**src/rtl/spm_pkg.sv**
```systemverilog
// Shared constants and arithmetic helpers for the streaming pattern matcher.
package spm_pkg;

    localparam logic SPM_INDEP = 1'b0;
    localparam logic SPM_CONT  = 1'b1;

    // Widest match vector the popcount helper accepts.
    localparam int POP_MAX_W = 256;

    function automatic logic [63:0] sat_add(input logic [63:0] a,
                                            input logic [63:0] b,
                                            input logic [63:0] max);
        logic [64:0] s;
        s = {1'b0, a} + {1'b0, b};
        return (s > {1'b0, max}) ? max : s[63:0];
    endfunction

    function automatic logic sat_over(input logic [63:0] a,
                                      input logic [63:0] b,
                                      input logic [63:0] max);
        logic [64:0] s;
        s = {1'b0, a} + {1'b0, b};
        return (s > {1'b0, max});
    endfunction

    function automatic logic [8:0] popcount(input logic [POP_MAX_W-1:0] v);
        logic [8:0] n;
        n = '0;
        for (int i = 0; i < POP_MAX_W; i++) begin
            n = n + {8'd0, v[i]};
        end
        return n;
    endfunction

endpackage

```
**src/rtl/stream_pattern_match_if.sv**
```systemverilog
// Input word handshake plus result/statistics bundle of the pattern matcher.
interface stream_pattern_match_if #(
    parameter int DATA_W = 32,
    parameter int CNT_W  = 16
) ();
    localparam int HITS_W = $clog2(DATA_W + 1);

    logic              in_valid;
    logic              in_ready;
    logic [DATA_W-1:0] in_data;
    logic              out_valid;
    logic              out_ready;
    logic [DATA_W-1:0] out_match;
    logic [HITS_W-1:0] out_hits;
    logic [CNT_W-1:0]  match_count;
    logic              count_sat;

    modport master (
        output in_valid, in_data, out_ready,
        input  in_ready, out_valid, out_match, out_hits, match_count, count_sat
    );

    modport slave (
        input  in_valid, in_data, out_ready,
        output in_ready, out_valid, out_match, out_hits, match_count, count_sat
    );
endinterface

```
**src/rtl/stream_pattern_match_window_match.sv**
```systemverilog
// One window compare: hit when every cared-about bit equals the pattern.
module window_match #(
    parameter int PAT_W = 4
) (
    input  logic [PAT_W-1:0] win_i,
    input  logic [PAT_W-1:0] pat_i,
    input  logic [PAT_W-1:0] care_i,
    output logic             hit_o
);
    assign hit_o = &(~(win_i ^ pat_i) | ~care_i);
endmodule

```
**src/rtl/stream_pattern_match.sv**
```systemverilog
// Streaming masked pattern matcher: per-word match vector, hit count and
// saturating running total behind a one-entry output buffer.
module stream_pattern_match
    import spm_pkg::*;
#(
    parameter int DATA_W = 32,
    parameter int PAT_W  = 4,
    parameter int CNT_W  = 16
) (
    input  logic             clk,
    input  logic             reset,
    input  logic             cfg_we,
    input  logic [PAT_W-1:0] cfg_pattern,
    input  logic [PAT_W-1:0] cfg_care,
    input  logic             cfg_cont,
    stream_pattern_match_if.slave bus
);
    localparam int EXT_W  = DATA_W + PAT_W - 1;
    localparam int TAIL_W = PAT_W - 1;
    localparam int HITS_W = $clog2(DATA_W + 1);
    localparam logic [63:0] CNT_MAX = (64'd1 << CNT_W) - 64'd1;

    logic [PAT_W-1:0]  pat_q, care_q;
    logic              cont_q;
    logic [TAIL_W-1:0] tail_q;
    logic              tail_vld_q;
    logic              out_valid_q;
    logic [DATA_W-1:0] match_q;
    logic [HITS_W-1:0] hits_q;
    logic [CNT_W-1:0]  count_q;
    logic              sat_q;

    logic [EXT_W-1:0]  ext;
    logic [DATA_W-1:0] raw_hit, match_d;
    logic [HITS_W-1:0] hits_d;
    logic [CNT_W-1:0]  count_d;
    logic              sat_d;
    logic              in_ready, accept;

    assign ext = {bus.in_data, tail_q};

    for (genvar i = 0; i < DATA_W; i++) begin : g_win
        window_match #(.PAT_W(PAT_W)) u_win (
            .win_i  (ext[i +: PAT_W]),
            .pat_i  (pat_q),
            .care_i (care_q),
            .hit_o  (raw_hit[i])
        );
    end

    // Low positions reach into the previous word; only trust them in
    // continuous mode once a word has actually been seen.
    always_comb begin
        match_d = raw_hit;
        if (!(cont_q == SPM_CONT && tail_vld_q)) begin
            match_d[TAIL_W-1:0] = '0;
        end
    end

    assign hits_d  = HITS_W'(popcount(POP_MAX_W'(match_d)));
    assign count_d = CNT_W'(sat_add(64'(count_q), 64'(hits_d), CNT_MAX));
    assign sat_d   = sat_over(64'(count_q), 64'(hits_d), CNT_MAX);

    assign in_ready = !cfg_we && (!out_valid_q || bus.out_ready);
    assign accept   = bus.in_valid && in_ready;

    always_ff @(posedge clk) begin
        if (reset) begin
            pat_q       <= '0;
            care_q      <= '0;
            cont_q      <= SPM_INDEP;
            tail_q      <= '0;
            tail_vld_q  <= 1'b0;
            out_valid_q <= 1'b0;
            match_q     <= '0;
            hits_q      <= '0;
            count_q     <= '0;
            sat_q       <= 1'b0;
        end else begin
            if (cfg_we) begin
                pat_q      <= cfg_pattern;
                care_q     <= cfg_care;
                cont_q     <= cfg_cont;
                tail_vld_q <= 1'b0;
                count_q    <= '0;
                sat_q      <= 1'b0;
            end
            if (accept) begin
                tail_q      <= bus.in_data[DATA_W-1 -: TAIL_W];
                tail_vld_q  <= 1'b1;
                match_q     <= match_d;
                hits_q      <= hits_d;
                count_q     <= count_d;
                sat_q       <= sat_q | sat_d;
                out_valid_q <= 1'b1;
            end else if (bus.out_ready) begin
                out_valid_q <= 1'b0;
            end
        end
    end

    assign bus.in_ready    = in_ready;
    assign bus.out_valid   = out_valid_q;
    assign bus.out_match   = match_q;
    assign bus.out_hits    = hits_q;
    assign bus.match_count = count_q;
    assign bus.count_sat   = sat_q;

endmodule
```
**src/flat_wrapper.sv**
```systemverilog
// flat-port wrapper written by rule: the top's interface ports become plain ports
module stream_pattern_match_flat import spm_pkg::*;
#(
    parameter int DATA_W = 32,
    parameter int PAT_W  = 4,
    parameter int CNT_W  = 16
)
  (clk, reset, cfg_we, cfg_pattern, cfg_care, cfg_cont, bus_in_valid, bus_in_data, bus_out_ready, bus_in_ready, bus_out_valid, bus_out_match, bus_out_hits, bus_match_count, bus_count_sat);
  stream_pattern_match_if #(.DATA_W(DATA_W), .CNT_W(CNT_W)) bus_i ();
  input  logic clk;
  input  logic reset;
  input  logic cfg_we;
  input  logic [PAT_W-1:0] cfg_pattern;
  input  logic [PAT_W-1:0] cfg_care;
  input  logic cfg_cont;
  input wire logic [$bits(bus_i.in_valid)-1:0] bus_in_valid;
  input wire logic [$bits(bus_i.in_data)-1:0] bus_in_data;
  input wire logic [$bits(bus_i.out_ready)-1:0] bus_out_ready;
  output wire logic [$bits(bus_i.in_ready)-1:0] bus_in_ready;
  output wire logic [$bits(bus_i.out_valid)-1:0] bus_out_valid;
  output wire logic [$bits(bus_i.out_match)-1:0] bus_out_match;
  output wire logic [$bits(bus_i.out_hits)-1:0] bus_out_hits;
  output wire logic [$bits(bus_i.match_count)-1:0] bus_match_count;
  output wire logic [$bits(bus_i.count_sat)-1:0] bus_count_sat;
  assign bus_i.in_valid = bus_in_valid;
  assign bus_i.in_data = bus_in_data;
  assign bus_i.out_ready = bus_out_ready;
  assign bus_in_ready = bus_i.in_ready;
  assign bus_out_valid = bus_i.out_valid;
  assign bus_out_match = bus_i.out_match;
  assign bus_out_hits = bus_i.out_hits;
  assign bus_match_count = bus_i.match_count;
  assign bus_count_sat = bus_i.count_sat;
  stream_pattern_match #(.DATA_W(DATA_W), .PAT_W(PAT_W), .CNT_W(CNT_W)) u_core (.clk(clk), .reset(reset), .cfg_we(cfg_we), .cfg_pattern(cfg_pattern), .cfg_care(cfg_care), .cfg_cont(cfg_cont), .bus(bus_i));
endmodule
```
**config.mk**
```make
export PLATFORM = sky130hd
export DESIGN_NAME = stream_pattern_match_flat
export DESIGN_NICKNAME = d
export VERILOG_FILES = /design/src/rtl/spm_pkg.sv /design/src/rtl/stream_pattern_match_if.sv /design/src/rtl/stream_pattern_match_window_match.sv /design/src/rtl/stream_pattern_match.sv /design/src/flat_wrapper.sv
export SDC_FILE = /design/constraint.sdc
export NUM_CORES = 1
export LEC_CHECK = 0
export CAP_MARGIN = 10
export CORE_MARGIN = 2
export CORE_UTILIZATION = 58
export CTS_CLUSTER_SIZE = 40
export DETAILED_ROUTE_END_ITERATION = 12
export GPL_ROUTABILITY_DRIVEN = 0
export PLACE_DENSITY = 0.94
export SLEW_MARGIN = 20
export SYNTH_ARGS = -nofsm -noshare
export SYNTH_HDL_FRONTEND = slang
export SYNTH_HIERARCHICAL = 1
export SYNTH_SLANG_ARGS = --single-unit
```
**constraint.sdc**
```tcl
create_clock -name clk -period 18.3 [get_ports clk]
set_input_delay 2.745 -clock clk [delete_from_list [all_inputs] [get_ports clk]]
set_output_delay 2.745 -clock clk [all_outputs]
set_load 0.1 [all_outputs]
```
==> metrics.md, run 1 <==
| Metric | Value |
|---|---|
| Vias in the first global route | `5202` |
| Measured slew at the worst slew-check pin | `1090 ps` |
| Maximum net fanout on the critical path | `8` |
| HPWL after DPL | `11100 µm` |
| CTS tree | `built` |
| DRT antenna net count | `0` |
| Initial antenna violation count | `0` |
| Gr ovfl total | `0` |
| Setup WS pre-CTS | `8380 ps` |
| Top cell by count, worst path | `fa_1` |
| Clock Tree Buf Depth | `2` |
| Hold crit path type | `register to register` |
| GRT Util Overall | `0.312` |
| Fin Setup TNS | `0 ps` |
| DP Area | `6790 µm²` |
| Slowest cell on crit path | `fa_1` |
| Nets | `roughly 810` |
| Root buf cell | `clkbuf_8` |
| Post-synth EDFFs | `0` |
| CTS resizes | `0` |
| Residual DRC | `0` |
| Hold buffer count at CTS | `0` |
| Largest cells by area after synthesis | `dfxtp_1 (24%), xor2_1 (20%), fa_1 (8.8%)` |
| Critical setup path kind | `primary input to register` |
| Final Slew Violations | `0` |
| Synthesized netlist net count | `710` |
| CP arrival | `9920 ps` |
| YS warnings | `6` |
| Site Rows | `36` |
| H-tree levels | `3` |
| Cell taking the most area after synthesis | `dfxtp_1` |
| Distinct cell type count after synthesis | `55` |
| Max-cap violations | `0` |
| F_max | `0.104 GHz` |
| Worst EP required | `18570 ps` |
| Clock Sinks | `69` |
| Initial Utilization | `0.587` |
| Layout area overhead | `23.7%` |
| Port bufs | `about 100` |
| Cells after synthesis | `624` |
| Slew headroom | `0.272` |
| Syn Area/Cell | `~9.1 µm²` |
| Die Y | `103 µm` |
| Top-area cell type share of the netlist area | `0.244` |
| Post-route cell area | `~7000 µm²` |
| Hold Fails Final Rpt | `0` |
| RSZ-0062 raised after global routing | `no` |
| TritonCTS Buffers | `9` |
| Skew-Pair Late Insertion Delay | `370 ps` |
| Most common flop cell mapped by yosys | `dfxtp_1` |
| First-pass GRT wire length | `between 20000 and 30000 µm` |
| DR vias | `5274` |
| DR WL/cell | `18.8 µm` |
| Post-Syn Area | `5660 µm²` |
| Share of layout cells above drive strength 1 | `0.0989` |
| VDD IR max | `0.298 mV` |
| Synth Register Bits | `69` |
| Leakage | `0.00318 µW` |
| Commonest non-fill, non-tap cell in the layout | `xor2_1` |
| FFs w/ async S/R, synth | `0` |
| Post-DR vias/cell | `6.13` |
| Ant diodes | `0` |
| Clk slew on worst S/H paths | `about 80 ps` |
| Crit share post-route | `0.527` |
| Setup violations, final | `0` |
| Total die area | `10600 µm²` |
| Initial drt markers | `465` |
| Pwr Density | `217 nW/µm²` |
| Die W | `103 µm` |
| Worst Slack Setup Final | `8650 ps` |
| Max incr delay on CP | `roughly 550 ps` |
| # fillers | `between 600 and 700` |
| Core area | `9640 µm²` |
| WP buf/inv | `4` |
| Tmin final | `9650 ps` |
| Sequential area share after synthesis | `0.244` |
| Hold Slack | `458 ps` |
| Status | `finished clean` |
| Crit path max-delay family | `adder cells` |
| CP endpoint kind | `register` |
| CP Launch Type | `primary input` |
| I/O Pins | `103` |
| Most frequent cells in the layout | `xor2_1 (130), clkdlybuf4s50_1 (101), nand2_1 (78)` |
| Largest net degree at the start of global routing | `61` |
| Drt pass-1 iters | `5` |
| Final Skew | `15.9 ps` |
| WL final | `roughly 16000 µm` |
| Setup bufs post-CTS | `0` |
==> synthesized netlist by cell type, types with 2 or more instances <==
cell type	count
o21a_1	4
xnor2_1	4
a21o_1	3
nand3_1	4
o21ai_1	3
o31a_1	4
o21ai_0	4
o311ai_0	4
nor2b_1	2
o22ai_1	2
or3_1	2
a41oi_1	2
o21bai_1	2
ha_1	15
o31ai_1	2
a211oi_1	2
fa_1	25
and3_1	4
clkbuf_1	9
nand2_1	78
and2_1	3
nor4_1	2
or2_2	2
xor2_1	130
nor3_1	8
a311oi_1	4
a21oi_1	46
a22o_1	32
dfxtp_1	69
o211ai_2	2
mux2i_1	13
a221oi_2	32
a32o_1	2
nor2_1	22
buf_4	2
inv_1	55
buf_2	7
==> state kept, by name, indices dropped and copies added, names as in the netlist <==
signal / count
u_core/bus.match_count: 16
u_core/pat_q: 4
u_core/cont_q: 1
u_core/bus.out_match: 32
u_core/bus.count_sat: 1
u_core/bus.out_valid: 1
u_core/bus.out_hits: 6
u_core/tail_q: 3
u_core/care_q: 4
u_core/tail_vld_q: 1
==> report_power, final <==
| group | internal (µW) | switching (µW) | total, µW |
|---|---|---|---|
| clock | 70.3 | 63.0 | 133 |
| combinational | 482 | 724 | 1210 |
| sequential | 165 | 18.7 | 183 |
==> final cells by class <==
| type | count | area, µm² | share of cell area |
|---|---|---|---|
| Clock inverter | 5 | 58.8 | 0.00840 |
| Sequential cell | 69 | 1390 | 0.198 |
| Inverter | 55 | 206 | 0.0295 |
| Timing Repair Buffer | 107 | 1060 | 0.151 |
| Clock buffer | 11 | 151 | 0.0216 |
| Tap cell | 133 | 166 | 0.0238 |
| Multi-Input combinational cell | 481 | 3980 | 0.568 |
==> per-stage QoR <==
stage | util | total power, µW | instances
finish | 0.727 | 1520 | 861
floorplan | - | 1080 | 624
global route | 0.727 | 1640 | 861
detailed placement | 0.704 | 1340 | 845
CTS | 0.726 | 1500 | 861
global placement | 0.704 | 1280 | 845
==> layer usage <==
layer | vias to the layer above | share of wire | GRT usage
met5 | - | 0 | 0
met3 | 81 | 0.075 | 0.0617
met4 | 0 | 0.046 | 0.158
li1 | 2377 | - | -
met1 | 2527 | 0.39 | 0.390
met2 | 289 | 0.49 | 0.516
==> cells by family (layout without fill, tap and decap cells) <==
group | after synthesis | in the layout | synth area share
compound gates | 155 | 155 | 0.240
buf+inv | 74 | 178 | 0.0537
mux | 13 | 13 | 0.0230
fa+ha+maj | 40 | 40 | 0.122
simple gates | 139 | 139 | 0.111
flops | 69 | 69 | 0.244
xor+xnor | 134 | 134 | 0.207
==> worst paths after layout <==
| kind | start | slack [ps] | cells after the start | end |
|---|---|---|---|---|
| max reg2reg | u_core/pat_q[3] | 10600 | 24 | u_core/bus.match_count[11] |
| min reg2reg | u_core/bus.out_match[7] | 460 | 2 | u_core/bus.out_match[7] |
| max | bus_in_data[1] | 8650 | 25 | u_core/bus.match_count[11] |
| min | u_core/bus.out_match[7] | 460 | 2 | u_core/bus.out_match[7] |
==> worst reg2reg max path, delay by kind of cell (launching register included) <==
| family | cells | cell delay [ps] |
|---|---|---|
| xor+xnor | 1 | 170 |
| fa+ha+maj | 9 | 3620 |
| compound gates | 7 | 1800 |
| flops | 1 | 990 |
| simple gates | 4 | 820 |
| buf+inv | 3 | 210 |
Note: power is estimated with default switching activity, not from simulation.
==> inputs of run 2 (changes only) <==
CORE_UTILIZATION = 54   (was 58)
PLACE_DENSITY = 0.89   (was 0.94)
clock period = 9.3 ns   (was 18.3 ns; I/O delays follow)
==> metrics.md, run 2 (synthesis results as in run 1) <==
| Metric | Value |
|---|---|
| Status | `finished clean (unchanged)` |
| Final Slew Violations | `0 (unchanged)` |
| TritonCTS Buffers | `9 (unchanged)` |
| WP buf/inv | `4 (unchanged)` |
| Hold crit path type | `register to register (unchanged)` |
| Clk slew on worst S/H paths | `90 ps (was 80 ps)` |
| Largest register FFs | `32 (unchanged)` |
| Vias in the first global route | `4989 (was 5202)` |
| Nets | `808 (was 809)` |
| CP arrival | `8450 ps (was 9920 ps)` |
| WL final | `15600 µm (was 16200 µm)` |
| Critical register-to-register path endpoint | `u_core/bus.match_count[11] (unchanged)` |
| Core area | `10200 µm² (was 9640 µm²)` |
| Crit path max-delay family | `adder cells (unchanged)` |
| Final Skew | `13.9 ps (was 15.9 ps)` |
| Crit share post-route | `0.879` |
| Skew-Pair Late Insertion Delay | `360 ps (was 370 ps)` |
| I/O Pins | `103 (unchanged)` |
| Slowest cell on crit path | `fa_1 (unchanged)` |
| First-pass GRT wire length | `25100 µm (was 25500 µm)` |
| Slew headroom | `0.257 (was 0.272)` |
| Port bufs | `102 (unchanged)` |
| DR vias | `5164 (was 5274)` |
| DR WL/cell | `18.1 µm (was 18.8 µm)` |
| Max incr delay on CP | `570 ps (was 550 ps)` |
| P_sw | `1550 µW (was 806 µW)` |
| Layout area overhead | `23.8% (was 23.7%)` |
| Setup violations, final | `0 (unchanged)` |
| Worst EP required | `9580 ps (was 18570 ps)` |
| Total power draw | `2970 µW (was 1520 µW)` |
| Residual DRC | `0 (unchanged)` |
| Die Y | `106 µm (was 103 µm)` |
| Share of layout cells above drive strength 1 | `0.0990 (was 0.0989)` |
| Initial antenna violation count | `0 (unchanged)` |
| Fin Setup TNS | `0 ps (unchanged)` |
| Post-DR vias/cell | `5.98 (was 6.13)` |
| Gr ovfl total | `0 (unchanged)` |
| GRT Util Overall | `0.277 (was 0.312)` |
| Comb pwr share | `0.782 (was 0.792)` |
| Max-cap violations | `0 (unchanged)` |
| Worst hold path depth | `2 (unchanged)` |
| P_int | `1420 µW (was 717 µW)` |
| Critical setup path kind | `primary input to register (unchanged)` |
| Initial drt markers | `358 (was 465)` |
| Clk network pwr share | `0.095 (was 0.088)` |
| CP Launch Type | `primary input (unchanged)` |
| Clock Sinks | `69 (unchanged)` |
| H-tree levels | `3 (unchanged)` |
| Largest net degree at the start of global routing | `61 (unchanged)` |
| Hold buffer count at CTS | `0 (unchanged)` |
| F_max | `0.122 GHz` |
| DP Area | `6790 µm² (about the same)` |
| CTS resizes | `0 (unchanged)` |
| Root buf cell | `clkbuf_8 (unchanged)` |
| Most frequent cells in the layout | `xor2_1 (130), clkdlybuf4s50_1 (101), nand2_1 (78) (unchanged)` |
| Site Rows | `37 (was 36)` |
| Hold Fails Final Rpt | `0 (unchanged)` |
| DRT antenna net count | `0 (unchanged)` |
| Ant diodes | `0 (unchanged)` |
| Tmin final | `8170 ps` |
| R2R depth | `24 (unchanged)` |
| Drt pass-1 iters | `5 (unchanged)` |
| RSZ-0062 raised after global routing | `no (unchanged)` |
| Hold Slack | `457 ps (was 458 ps)` |
| Hold-critical path endpoint | `u_core/bus.out_match[20] (was u_core/bus.out_match[7])` |
| Clock Tree Buf Depth | `2 (unchanged)` |
| Pwr Density | `424 nW/µm² (was 217 nW/µm²)` |
| Maximum net fanout on the critical path | `8 (unchanged)` |
| CTS tree | `built (unchanged)` |
| Post-route cell area | `7010 µm² (was 7000 µm²)` |
| Hold Startpoint | `u_core/bus.out_match[20] (was u_core/bus.out_match[7])` |
| Top cell by count, worst path | `fa_1 (unchanged)` |
| # fillers | `789 (was 699)` |
| Total die area | `11300 µm² (was 10600 µm²)` |
| Switching part of the total power | `0.522 (was 0.529)` |
| Leakage | `0.00318 µW (about the same)` |
| Reg-to-reg slack, setup | `1730 ps (was 10600 ps)` |
| HPWL after DPL | `10800 µm (was 11100 µm)` |
| Commonest non-fill, non-tap cell in the layout | `xor2_1 (unchanged)` |
| Reg power frac | `0.123 (was 0.120)` |
| Die W | `106 µm (was 103 µm)` |
| CP endpoint kind | `register (unchanged)` |
| Measured slew at the worst slew-check pin | `1110 ps (was 1090 ps)` |
| Setup bufs post-CTS | `0 (unchanged)` |
| Start of the worst register-to-register path | `u_core/pat_q[1] (was u_core/pat_q[3])` |
| VDD IR max | `0.493 mV (was 0.298 mV)` |
| Initial Utilization | `0.554 (was 0.587)` |
## run 2: tightest hold or removal path, delay by kind of cell, from the launching register on
family / cells / cell delay (ps)
simple gates: 1 / 50
compound gates: 1 / 50
flops: 1 / 310
## run 2: layer usage
layer  track usage  vias up  wire length (µm)
met2         0.457      265              7680
met5             0        -                 0
met3        0.0527       49              1140
met4         0.115        0               447
li1              -     2370                 -
met1         0.354     2480              6350
## run 2: cell type report
cell class,instances,area [µm²],share of cell area
sequential,69,1390,0.198
tap,136,170,0.0243
clock inverter,7,98.8,0.0141
clock buffer,9,124,0.0177
inverter,55,206,0.0294
timing repair buffer,106,1050,0.149
multi-input combinational,481,3980,0.567
## run 2: power groups by stage
stage                     Combinational (µW)  Sequential (µW)  Clock [µW]
after floorplan                         1610              525           0
after global placement                  2160              369           0
after detailed placement                2270              371           0
after CTS                               2300              364         288
after global routing                    2580              368         299
final                                   2320              365         282
## run 2: how the worst max path moves through the flow
stage | from | to | slack, ps | cells after the start
5_1_grt | bus_in_data[0] | u_core/bus.match_count[13] | 730 | 26
2_1_floorplan | bus_in_data[0] | u_core/bus.match_count[10] | 1820 | 25
3_5_place_dp | bus_in_data[0] | u_core/bus.match_count[11] | 830 | 26
4_1_cts | bus_in_data[0] | u_core/bus.match_count[11] | 1210 | 26
6_report | bus_in_data[1] | u_core/bus.match_count[11] | 1130 | 25
3_3_place_gp | bus_in_data[1] | u_core/bus.match_count[10] | 1010 | 26
## run 2: metrics by stage
stage | util | cells | setup WS [ps]
3_3_place_gp | 0.663 | 847 | 1010
2_1_floorplan | - | 624 | 1820
3_5_place_dp | 0.663 | 847 | 831
6_report | 0.685 | 863 | 1130
5_1_grt | 0.685 | 863 | 726
4_1_cts | 0.685 | 863 | 1210
